$ cat src/rtl/wishbone_master_pkg.sv
// Shared definitions for the Wishbone classic initiator.
//   wb_state_e      : controller states (IDLE / BUS / BACKOFF / RESP)
//   WB_ST_*         : completion status codes reported on rsp_status
//   wb_term_status  : maps the terminations seen on the closing edge of a
//                     bus attempt onto a completion status code
package wb_master_pkg;

  typedef enum logic [1:0] {
    IDLE    = 2'd0,
    BUS     = 2'd1,
    BACKOFF = 2'd2,
    RESP    = 2'd3
  } wb_state_e;

  localparam logic [1:0] WB_ST_OK  = 2'd0;
  localparam logic [1:0] WB_ST_ERR = 2'd1;
  localparam logic [1:0] WB_ST_RTY = 2'd2;
  localparam logic [1:0] WB_ST_TMO = 2'd3;

  // ACK beats ERR beats RTY when a slave raises several at once. With no
  // termination at all the only way the attempt can close is the timeout.
  function automatic logic [1:0] wb_term_status(input logic ack,
                                                input logic err,
                                                input logic rty);
    if (ack)      return WB_ST_OK;
    else if (err) return WB_ST_ERR;
    else if (rty) return WB_ST_RTY;
    else          return WB_ST_TMO;
  endfunction

endpackage

$ cat src/rtl/wishbone_master_if.sv
// Wishbone B4 classic bus bundle between one initiator and one target.
//   ADR_O, DAT_O, SEL_O, WE_O   : address, write data, byte selects, direction
//   TGD_O, TGA_O, TGC_O         : data / address / cycle tags
//   CYC_O, STB_O, LOCK_O        : cycle, strobe, bus lock
//   DAT_I                       : read data from the target
//   ACK_I, ERR_I, RTY_I         : target terminations
// The master modport drives the *_O signals, the slave modport the *_I ones.
interface wishbone_master_if #(
  parameter int WB_ADDR_W = 32,
  parameter int WB_DATA_W = 32,
  parameter int WB_TGD_W  = 8,
  parameter int WB_TGA_W  = 2,
  parameter int WB_TGC_W  = 4
);

  logic [WB_ADDR_W-1:0]   ADR_O;
  logic [WB_DATA_W-1:0]   DAT_O;
  logic [WB_DATA_W/8-1:0] SEL_O;
  logic                   WE_O;
  logic [WB_TGD_W-1:0]    TGD_O;
  logic [WB_TGA_W-1:0]    TGA_O;
  logic [WB_TGC_W-1:0]    TGC_O;
  logic                   CYC_O;
  logic                   STB_O;
  logic                   LOCK_O;
  logic [WB_DATA_W-1:0]   DAT_I;
  logic                   ACK_I;
  logic                   ERR_I;
  logic                   RTY_I;

  modport master (
    output ADR_O, DAT_O, SEL_O, WE_O, TGD_O, TGA_O, TGC_O,
    output CYC_O, STB_O, LOCK_O,
    input  DAT_I, ACK_I, ERR_I, RTY_I
  );

  modport slave (
    input  ADR_O, DAT_O, SEL_O, WE_O, TGD_O, TGA_O, TGC_O,
    input  CYC_O, STB_O, LOCK_O,
    output DAT_I, ACK_I, ERR_I, RTY_I
  );

endinterface

$ cat src/rtl/wishbone_master.sv
// Wishbone classic initiator: converts a valid/ready command into one
// Wishbone read or write cycle and reports completion as a one-cycle
// response pulse. RTY terminations are re-issued (after a one-cycle gap with
// CYC_O low) up to MAX_RETRY times; an attempt that sees no termination for
// TIMEOUT strobe cycles is abandoned with a TIMEOUT status.
//
// Ports
//   CLK_I, RST_I        : clock, synchronous active-high reset
//   cmd_valid/cmd_ready : command handshake
//   cmd_we, cmd_adr, cmd_dat, cmd_sel, cmd_lock, cmd_tgd/tga/tgc
//                       : command fields, registered at the handshake
//   rsp_valid           : one-cycle completion pulse
//   rsp_dat, rsp_status : read data / status (0 OK, 1 ERR, 2 RTY, 3 TIMEOUT),
//                         zero whenever rsp_valid is low
//   wb                  : Wishbone master bundle
module wishbone_master
  import wb_master_pkg::*;
#(
  parameter int WB_ADDR_W = 32,
  parameter int WB_DATA_W = 32,
  parameter int WB_TGD_W  = 8,
  parameter int WB_TGA_W  = 2,
  parameter int WB_TGC_W  = 4,
  parameter int MAX_RETRY = 3,
  parameter int TIMEOUT   = 16
) (
  input  logic                   CLK_I,
  input  logic                   RST_I,

  input  logic                   cmd_valid,
  output logic                   cmd_ready,
  input  logic                   cmd_we,
  input  logic [WB_ADDR_W-1:0]   cmd_adr,
  input  logic [WB_DATA_W-1:0]   cmd_dat,
  input  logic [WB_DATA_W/8-1:0] cmd_sel,
  input  logic                   cmd_lock,
  input  logic [WB_TGD_W-1:0]    cmd_tgd,
  input  logic [WB_TGA_W-1:0]    cmd_tga,
  input  logic [WB_TGC_W-1:0]    cmd_tgc,

  output logic                   rsp_valid,
  output logic [WB_DATA_W-1:0]   rsp_dat,
  output logic [1:0]             rsp_status,

  wishbone_master_if.master      wb
);

  wb_state_e state_q, state_d;

  // Registered command; held unchanged across every retry attempt.
  logic                   we_q;
  logic [WB_ADDR_W-1:0]   adr_q;
  logic [WB_DATA_W-1:0]   dat_q;
  logic [WB_DATA_W/8-1:0] sel_q;
  logic                   lock_q;
  logic [WB_TGD_W-1:0]    tgd_q;
  logic [WB_TGA_W-1:0]    tga_q;
  logic [WB_TGC_W-1:0]    tgc_q;

  logic [3:0]             retry_q;
  logic [7:0]             tmo_q;

  logic [WB_DATA_W-1:0]   rsp_dat_q;
  logic [1:0]             rsp_st_q;

  logic term_ack, term_err, term_rty, term_any;
  logic retry_ok, tmo_hit, cmd_fire;

  // Terminations only count while the strobe is actually out.
  assign term_ack = (state_q == BUS) && wb.ACK_I;
  assign term_err = (state_q == BUS) && wb.ERR_I;
  assign term_rty = (state_q == BUS) && wb.RTY_I;
  assign term_any = term_ack || term_err || term_rty;

  assign retry_ok = (retry_q < 4'(MAX_RETRY));
  // tmo_q counts strobe cycles already spent without termination, so the
  // attempt is abandoned on the TIMEOUT-th quiet strobe cycle.
  assign tmo_hit  = (tmo_q == 8'(TIMEOUT - 1));
  assign cmd_fire = cmd_valid && cmd_ready;

  // ---- FSM state register ----
  always_ff @(posedge CLK_I) begin
    if (RST_I) state_q <= IDLE;
    else       state_q <= state_d;
  end

  // ---- FSM next state ----
  always_comb begin
    state_d = state_q;
    unique case (state_q)
      IDLE:    if (cmd_fire) state_d = BUS;
      BUS: begin
        if (term_ack || term_err)  state_d = RESP;
        else if (term_rty)         state_d = retry_ok ? BACKOFF : RESP;
        else if (tmo_hit)          state_d = RESP;
      end
      BACKOFF: state_d = BUS;
      RESP:    state_d = IDLE;
      default: state_d = IDLE;
    endcase
  end

  // ---- FSM outputs ----
  always_comb begin
    // Held low while reset is asserted even though the state already reads
    // IDLE, so no command can be accepted during reset.
    cmd_ready  = (state_q == IDLE) && !RST_I;
    rsp_valid  = (state_q == RESP);
    rsp_dat    = rsp_valid ? rsp_dat_q : '0;
    rsp_status = rsp_valid ? rsp_st_q  : WB_ST_OK;
    wb.CYC_O   = (state_q == BUS);
    wb.STB_O   = (state_q == BUS);
    wb.LOCK_O  = (state_q == BUS) && lock_q;
  end

  assign wb.ADR_O = adr_q;
  assign wb.DAT_O = dat_q;
  assign wb.SEL_O = sel_q;
  assign wb.WE_O  = we_q;
  assign wb.TGD_O = tgd_q;
  assign wb.TGA_O = tga_q;
  assign wb.TGC_O = tgc_q;

  // ---- command capture, counters and response registers ----
  always_ff @(posedge CLK_I) begin
    if (RST_I) begin
      we_q      <= 1'b0;
      adr_q     <= '0;
      dat_q     <= '0;
      sel_q     <= '0;
      lock_q    <= 1'b0;
      tgd_q     <= '0;
      tga_q     <= '0;
      tgc_q     <= '0;
      retry_q   <= '0;
      tmo_q     <= '0;
      rsp_dat_q <= '0;
      rsp_st_q  <= WB_ST_OK;
    end else begin
      unique case (state_q)
        IDLE: begin
          if (cmd_fire) begin
            we_q    <= cmd_we;
            adr_q   <= cmd_adr;
            dat_q   <= cmd_dat;
            sel_q   <= cmd_sel;
            lock_q  <= cmd_lock;
            tgd_q   <= cmd_tgd;
            tga_q   <= cmd_tga;
            tgc_q   <= cmd_tgc;
            retry_q <= '0;
            tmo_q   <= '0;
          end
        end
        BUS: begin
          if (!term_any)
            tmo_q <= tmo_q + 8'd1;
          if (term_rty && !term_ack && !term_err && retry_ok)
            retry_q <= retry_q + 4'd1;
          // Refreshed every strobe cycle; only the value written on the edge
          // that moves to RESP is ever presented.
          rsp_st_q  <= wb_term_status(term_ack, term_err, term_rty);
          rsp_dat_q <= (term_ack && !we_q) ? wb.DAT_I : '0;
        end
        BACKOFF: tmo_q <= '0;
        default: ;
      endcase
    end
  end

endmodule

$ cat src/flat_wrapper.sv
// flat-port wrapper written by rule: the top's interface ports become plain ports
module wishbone_master_flat import wb_master_pkg::*;
#(
  parameter int WB_ADDR_W = 32,
  parameter int WB_DATA_W = 32,
  parameter int WB_TGD_W  = 8,
  parameter int WB_TGA_W  = 2,
  parameter int WB_TGC_W  = 4,
  parameter int MAX_RETRY = 3,
  parameter int TIMEOUT   = 16
)
  (CLK_I, RST_I, cmd_valid, cmd_ready, cmd_we, cmd_adr, cmd_dat, cmd_sel, cmd_lock, cmd_tgd, cmd_tga, cmd_tgc, rsp_valid, rsp_dat, rsp_status, wb_ADR_O, wb_DAT_O, wb_SEL_O, wb_WE_O, wb_TGD_O, wb_TGA_O, wb_TGC_O, wb_CYC_O, wb_STB_O, wb_LOCK_O, wb_DAT_I, wb_ACK_I, wb_ERR_I, wb_RTY_I);
  wishbone_master_if #(.WB_ADDR_W(WB_ADDR_W), .WB_DATA_W(WB_DATA_W), .WB_TGD_W(WB_TGD_W), .WB_TGA_W(WB_TGA_W), .WB_TGC_W(WB_TGC_W)) wb_i ();
  input  logic CLK_I;
  input  logic RST_I;
  input  logic cmd_valid;
  output logic cmd_ready;
  input  logic cmd_we;
  input  logic [WB_ADDR_W-1:0] cmd_adr;
  input  logic [WB_DATA_W-1:0] cmd_dat;
  input  logic [WB_DATA_W/8-1:0] cmd_sel;
  input  logic cmd_lock;
  input  logic [WB_TGD_W-1:0] cmd_tgd;
  input  logic [WB_TGA_W-1:0] cmd_tga;
  input  logic [WB_TGC_W-1:0] cmd_tgc;
  output logic rsp_valid;
  output logic [WB_DATA_W-1:0] rsp_dat;
  output logic [1:0] rsp_status;
  output wire logic [$bits(wb_i.ADR_O)-1:0] wb_ADR_O;
  output wire logic [$bits(wb_i.DAT_O)-1:0] wb_DAT_O;
  output wire logic [$bits(wb_i.SEL_O)-1:0] wb_SEL_O;
  output wire logic [$bits(wb_i.WE_O)-1:0] wb_WE_O;
  output wire logic [$bits(wb_i.TGD_O)-1:0] wb_TGD_O;
  output wire logic [$bits(wb_i.TGA_O)-1:0] wb_TGA_O;
  output wire logic [$bits(wb_i.TGC_O)-1:0] wb_TGC_O;
  output wire logic [$bits(wb_i.CYC_O)-1:0] wb_CYC_O;
  output wire logic [$bits(wb_i.STB_O)-1:0] wb_STB_O;
  output wire logic [$bits(wb_i.LOCK_O)-1:0] wb_LOCK_O;
  input wire logic [$bits(wb_i.DAT_I)-1:0] wb_DAT_I;
  input wire logic [$bits(wb_i.ACK_I)-1:0] wb_ACK_I;
  input wire logic [$bits(wb_i.ERR_I)-1:0] wb_ERR_I;
  input wire logic [$bits(wb_i.RTY_I)-1:0] wb_RTY_I;
  assign wb_ADR_O = wb_i.ADR_O;
  assign wb_DAT_O = wb_i.DAT_O;
  assign wb_SEL_O = wb_i.SEL_O;
  assign wb_WE_O = wb_i.WE_O;
  assign wb_TGD_O = wb_i.TGD_O;
  assign wb_TGA_O = wb_i.TGA_O;
  assign wb_TGC_O = wb_i.TGC_O;
  assign wb_CYC_O = wb_i.CYC_O;
  assign wb_STB_O = wb_i.STB_O;
  assign wb_LOCK_O = wb_i.LOCK_O;
  assign wb_i.DAT_I = wb_DAT_I;
  assign wb_i.ACK_I = wb_ACK_I;
  assign wb_i.ERR_I = wb_ERR_I;
  assign wb_i.RTY_I = wb_RTY_I;
  wishbone_master #(.WB_ADDR_W(WB_ADDR_W), .WB_DATA_W(WB_DATA_W), .WB_TGD_W(WB_TGD_W), .WB_TGA_W(WB_TGA_W), .WB_TGC_W(WB_TGC_W), .MAX_RETRY(MAX_RETRY), .TIMEOUT(TIMEOUT)) u_core (.CLK_I(CLK_I), .RST_I(RST_I), .cmd_valid(cmd_valid), .cmd_ready(cmd_ready), .cmd_we(cmd_we), .cmd_adr(cmd_adr), .cmd_dat(cmd_dat), .cmd_sel(cmd_sel), .cmd_lock(cmd_lock), .cmd_tgd(cmd_tgd), .cmd_tga(cmd_tga), .cmd_tgc(cmd_tgc), .rsp_valid(rsp_valid), .rsp_dat(rsp_dat), .rsp_status(rsp_status), .wb(wb_i));
endmodule
$ cat config.mk
export PLATFORM = sky130hd
export DESIGN_NAME = wishbone_master_flat
export DESIGN_NICKNAME = d
export VERILOG_FILES = /design/src/rtl/wishbone_master_pkg.sv /design/src/rtl/wishbone_master_if.sv /design/src/rtl/wishbone_master.sv /design/src/flat_wrapper.sv
export SDC_FILE = /design/constraint.sdc
export NUM_CORES = 1
export LEC_CHECK = 0
export BUFFER_PORTS_ARGS = -buffer_cell sky130_fd_sc_hd__clkbuf_2
export CORE_ASPECT_RATIO = 0.9
export CORE_MARGIN = 4
export CORE_UTILIZATION = 48
export CTS_BUF_LIST = sky130_fd_sc_hd__clkbuf_2 sky130_fd_sc_hd__clkbuf_4 sky130_fd_sc_hd__clkbuf_8
export CTS_CLUSTER_DIAMETER = 200
export DETAILED_ROUTE_END_ITERATION = 16
export PLACE_DENSITY = 0.82
export SLEW_MARGIN = 0
export SYNTH_ARGS = -nofsm -noshare
export SYNTH_HDL_FRONTEND = slang
export SYNTH_SLANG_ARGS = --single-unit
$ cat constraint.sdc
create_clock -name CLK_I -period 3.4 [get_ports CLK_I]
set_clock_uncertainty 0.05 [all_clocks]
set_input_delay 1.02 -clock CLK_I [delete_from_list [all_inputs] [get_ports CLK_I]]
set_output_delay 1.02 -clock CLK_I [all_outputs]
set_load 0.02 [all_outputs]
==> results.env <==
LAYOUT-DRIVE-GT1-SHARE=0.350
END_OF_FLOW_CORE_UTILIZATION=0.658
DIODES=0
POSTSYNTHREGISTERBITS=132
FLOW.AREA_GROWTH_FROM_SYNTHESIS_PCT=31.6
ROUTED_WIRE_LENGTH_PER_INSTANCE_UM=14.7
FMAX_MHz=352
SYNTH.YOSYS.SEQ_AREA_SHARE=0.507
PIN_COUNT=244
INITIAL_ANTENNA_VIOLATION_COUNT=0
SYNTH.DISTINCT_CELLS=39
CAP_VIOL_MAX_COUNT=0
MUX_CELL_AREA_SHARE_AFTER_SYNTHESIS=0
YOSYSWARNINGS=0
YS_TOP_CELLS_BY_AREA='dfxtp_1 51%, nand2b_1 10%, o21ai_0 8.0%, nand2_1 6.5%, a22oi_1 4.6%'
SLOWEST_STAGE='buf_4'
GP_CONGESTION=0.832
GLOBAL_ROUTE.USAGE.TOTAL=0.223
SLEW-LIMIT-HEADROOM=0.398
POSTCTSHOLDBUFS=0
TIGHTEST_SLEW_PS=891
DIE-AREA_MM2=0.0126
WORST_SETUP_HOLD_PATH_CLK_SLEW_PS=70
DETAILROUTE.VIA_COUNT=4968
RSZ0062_AT_GRT='false'
POWER_uW=3510
CTS.SINKS=132
DRT_ITER0_MARKERS=394
SYN_AREA_PER_CELL_UM2=8.62
SYNTHDOMINANTCELLAREASHARE=0.507
MIN_PERIOD_OVER_PERIOD=0.836
CRITPATHMAXFANOUT=30
GRT_START_MAX_NET_PINS=113
FINAL_HOLD_VIOL_COUNT=0
SLOWEST_STAGE_DELAY_ON_CRITICAL_PATH_PS=400
TNS_PS=0
SYNTH_COMPOUND_AREA_FRAC=0.150
SYNTH_SIMPLE_GATE_AREA_FRAC=0.288
MAPPEDNETLISTAREA_MM2=0.00521
LEAKAGE_POWER_SUMMED_OVER_ALL_CELLS_uW=0.00320
TRITONCTS='yes'
POST_DRT_VIA_CELL_RATIO=5.14
CRIT_PATH_START_KIND='flip-flop'
GRT_PASS1_VIAS=4767
ROUTE.ANTENNA.REMAINING_NETS=0
MIN-DELAY-PATH-CLASS='reg2reg'
POST_CTS.REPAIR.SETUP_BUFFERS=0
GRT_REMAINING_OVERFLOW=0
CRIT_ARRIVAL_PS=1770
INSERTION_DELAY_PS=430
CLOCK_PATH_BUFFERS=2
WORSTPATHREQUIRED_PS=2330
SYNTHMOSTINSTANTIATEDCELL='dfxtp_1'
CTS_MAX_LEVEL=4
SYNTH.TOP_CELLS.BY_COUNT='132 x dfxtp_1, 90 x nand2_1, 85 x nand2b_1'
PATH_CELLS='nand2b_1, buf_4, nor2_1, clkbuf_2'
ENDPOINT_KIND='primary output'
FINALINSTANCEAREA_MM2=0.00686
SYNTH_XOR_XNOR_AREA_SHARE=0.00672
CTS_RESIZED=0
INITIAL_CORE_UTIL=0.500
TYPE_OF_THE_WORST_SETUP_PATH='reg2out'
POWER-PER-CELL-AREA_mW_PER_MM2=512
SYNTH-ADDER-AREA-SHARE=0.00480
FINAL_NETS=949
CHIPHEIGHT_UM=107
OUTCOME='finished, final reports clean'
FINAL-SETUP-VIOL-COUNT=0
LARGEST_FAMILY_OF_LOGIC_CELLS_BY_SYNTHESIZED_AREA='simple AND/OR/NAND/NOR gates'
SYNTHESIS.INSTANCES=605
ASYNCSETRESETFLOPFRACSYNTH=0
SYNTH_TOP_FLOP_CELL='dfxtp_1'
PORTBUFFERS=243
FINAL.MIN_CLOCK_PERIOD_PS=2840
VDD_IR_DROP_MAX_mV=0.368
SLEW_VIOL_FINAL=0
CORE_AREA_MM2=0.0104
PLACEDINSTANCEAREA_MM2=0.00646
GRT_PASS1_WL_UM=22800
POST_SYN_NETS=729
DRTPASS1ITERATIONS=5
NUMCTSBUFFERS=17
NETLIST.TOP_CELL.BY_AREA='dfxtp_1'
SYNTH_EDF_COUNT=0
DIE_WIDTH_UM=118
TOTALWIRELENGTH_UM=14200
NUM_ROWS=35
DRC_ERRORS=0
ROOT_BUFFER='clkbuf_8'
DPL.HPWL_UM=10300
## worst max-delay path: cells and delay by family, from the launching register on
| kind | cells | cell delay (ps) |
|---|---|---|
| and+or+nand+nor | 2 | 430 |
| DFF | 1 | 320 |
| buffers and inverters | 2 | 570 |
## per-layer routing
layer | share of wire | track usage | vias up
li1 | - | - | 2476
met1 | 0.41 | 0.257 | 2280
met2 | 0.51 | 0.389 | 179
met3 | 0.057 | 0.0591 | 33
met4 | 0.028 | 0.105 | 0
met5 | 0 | 0 | -
## flip-flops by register name (all words and copies together) (netlist names)
name,cells
u_core.wb.TGD_O,8
u_core.lock_q,1
u_core.wb.ADR_O,32
u_core.rsp_dat_q,32
u_core.wb.TGA_O,2
u_core.wb.TGC_O,4
u_core.state_q,2
u_core.wb.DAT_O,32
u_core.retry_q,4
u_core.rsp_st_q,2
u_core.wb.SEL_O,4
u_core.wb.WE_O,1
u_core.tmo_q,8
## worst paths after layout
kind | from | to | slack [ps] | depth (start not counted)
min reg2reg | u_core.wb.TGD_O[3]$_SDFFE_PP0P_ | u_core.wb.TGD_O[3]$_SDFFE_PP0P_ | 420 | 2
min | u_core.wb.TGD_O[3]$_SDFFE_PP0P_ | u_core.wb.TGD_O[3]$_SDFFE_PP0P_ | 420 | 2
max | u_core.state_q[1]$_SDFFE_PP0P_ | wb_LOCK_O | 560 | 4
max reg2reg | u_core.state_q[0]$_SDFFE_PP0P_ | u_core.tmo_q[6]$_SDFFE_PP0P_ | 1130 | 5
## layout by cell type (no fill, tap or decap), types with 2 or more instances in the layout
| cell | count |
|---|---|
| or3_1 | 2 |
| a22oi_1 | 32 |
| o31ai_1 | 2 |
| nand3_1 | 5 |
| nor3_1 | 4 |
| o21bai_1 | 2 |
| inv_1 | 5 |
| a21oi_1 | 7 |
| nor2_2 | 3 |
| nor4_4 | 2 |
| o21ai_0 | 83 |
| ha_1 | 2 |
| nor3b_1 | 2 |
| nor2_1 | 39 |
| clkbuf_8 | 19 |
| clkinvlp_4 | 2 |
| buf_4 | 8 |
| clkinv_2 | 4 |
| nand2_1 | 90 |
| or4b_1 | 2 |
| nor4b_4 | 2 |
| clkbuf_4 | 4 |
| bufinv_16 | 2 |
| nand2b_1 | 85 |
| nor2b_1 | 2 |
| and3_1 | 34 |
| dfxtp_1 | 132 |
| clkbuf_2 | 242 |
| xnor2_1 | 3 |
## metrics by stage
stage | hold WS [ps] | setup WS (ps) | instances
finish | 420 | 557 | 967
global placement | 400 | 741 | 935
CTS | 424 | 546 | 967
detailed placement | 413 | 703 | 935
global route | 441 | 426 | 967
floorplan | 394 | 115 | 605
## cell families (layout without fill, tap and decap cells)
| logic type | Yosys count | in the layout |
|---|---|---|
| adders and majority gates | 2 | 2 |
| DFF | 132 | 132 |
| and+or+nand+nor | 278 | 278 |
| AOI/OAI and AO/OA | 134 | 134 |
| buffers and inverters | 55 | 288 |
| xor gates and xnor gates | 4 | 4 |
## power by group
| group | internal, uW | switching, uW | total (uW) |
|---|---|---|---|
| sequential | 1650 | 53.9 | 1700 |
| clock | 719 | 574 | 1290 |
| combinational | 191 | 327 | 518 |
| total | 2560 | 956 | 3510 |
## layout make-up
type                    count  area (um2)
multi-input cells         418        2350
inverters                   5        18.8
flip-flops and latches    132        2640
clock inverters             9         104
fillers                   898        3560
repair buffers            251        1290
well taps                 129         161
clock buffers              23         292
No activity file was read; power rests on OpenSTA's default activity.
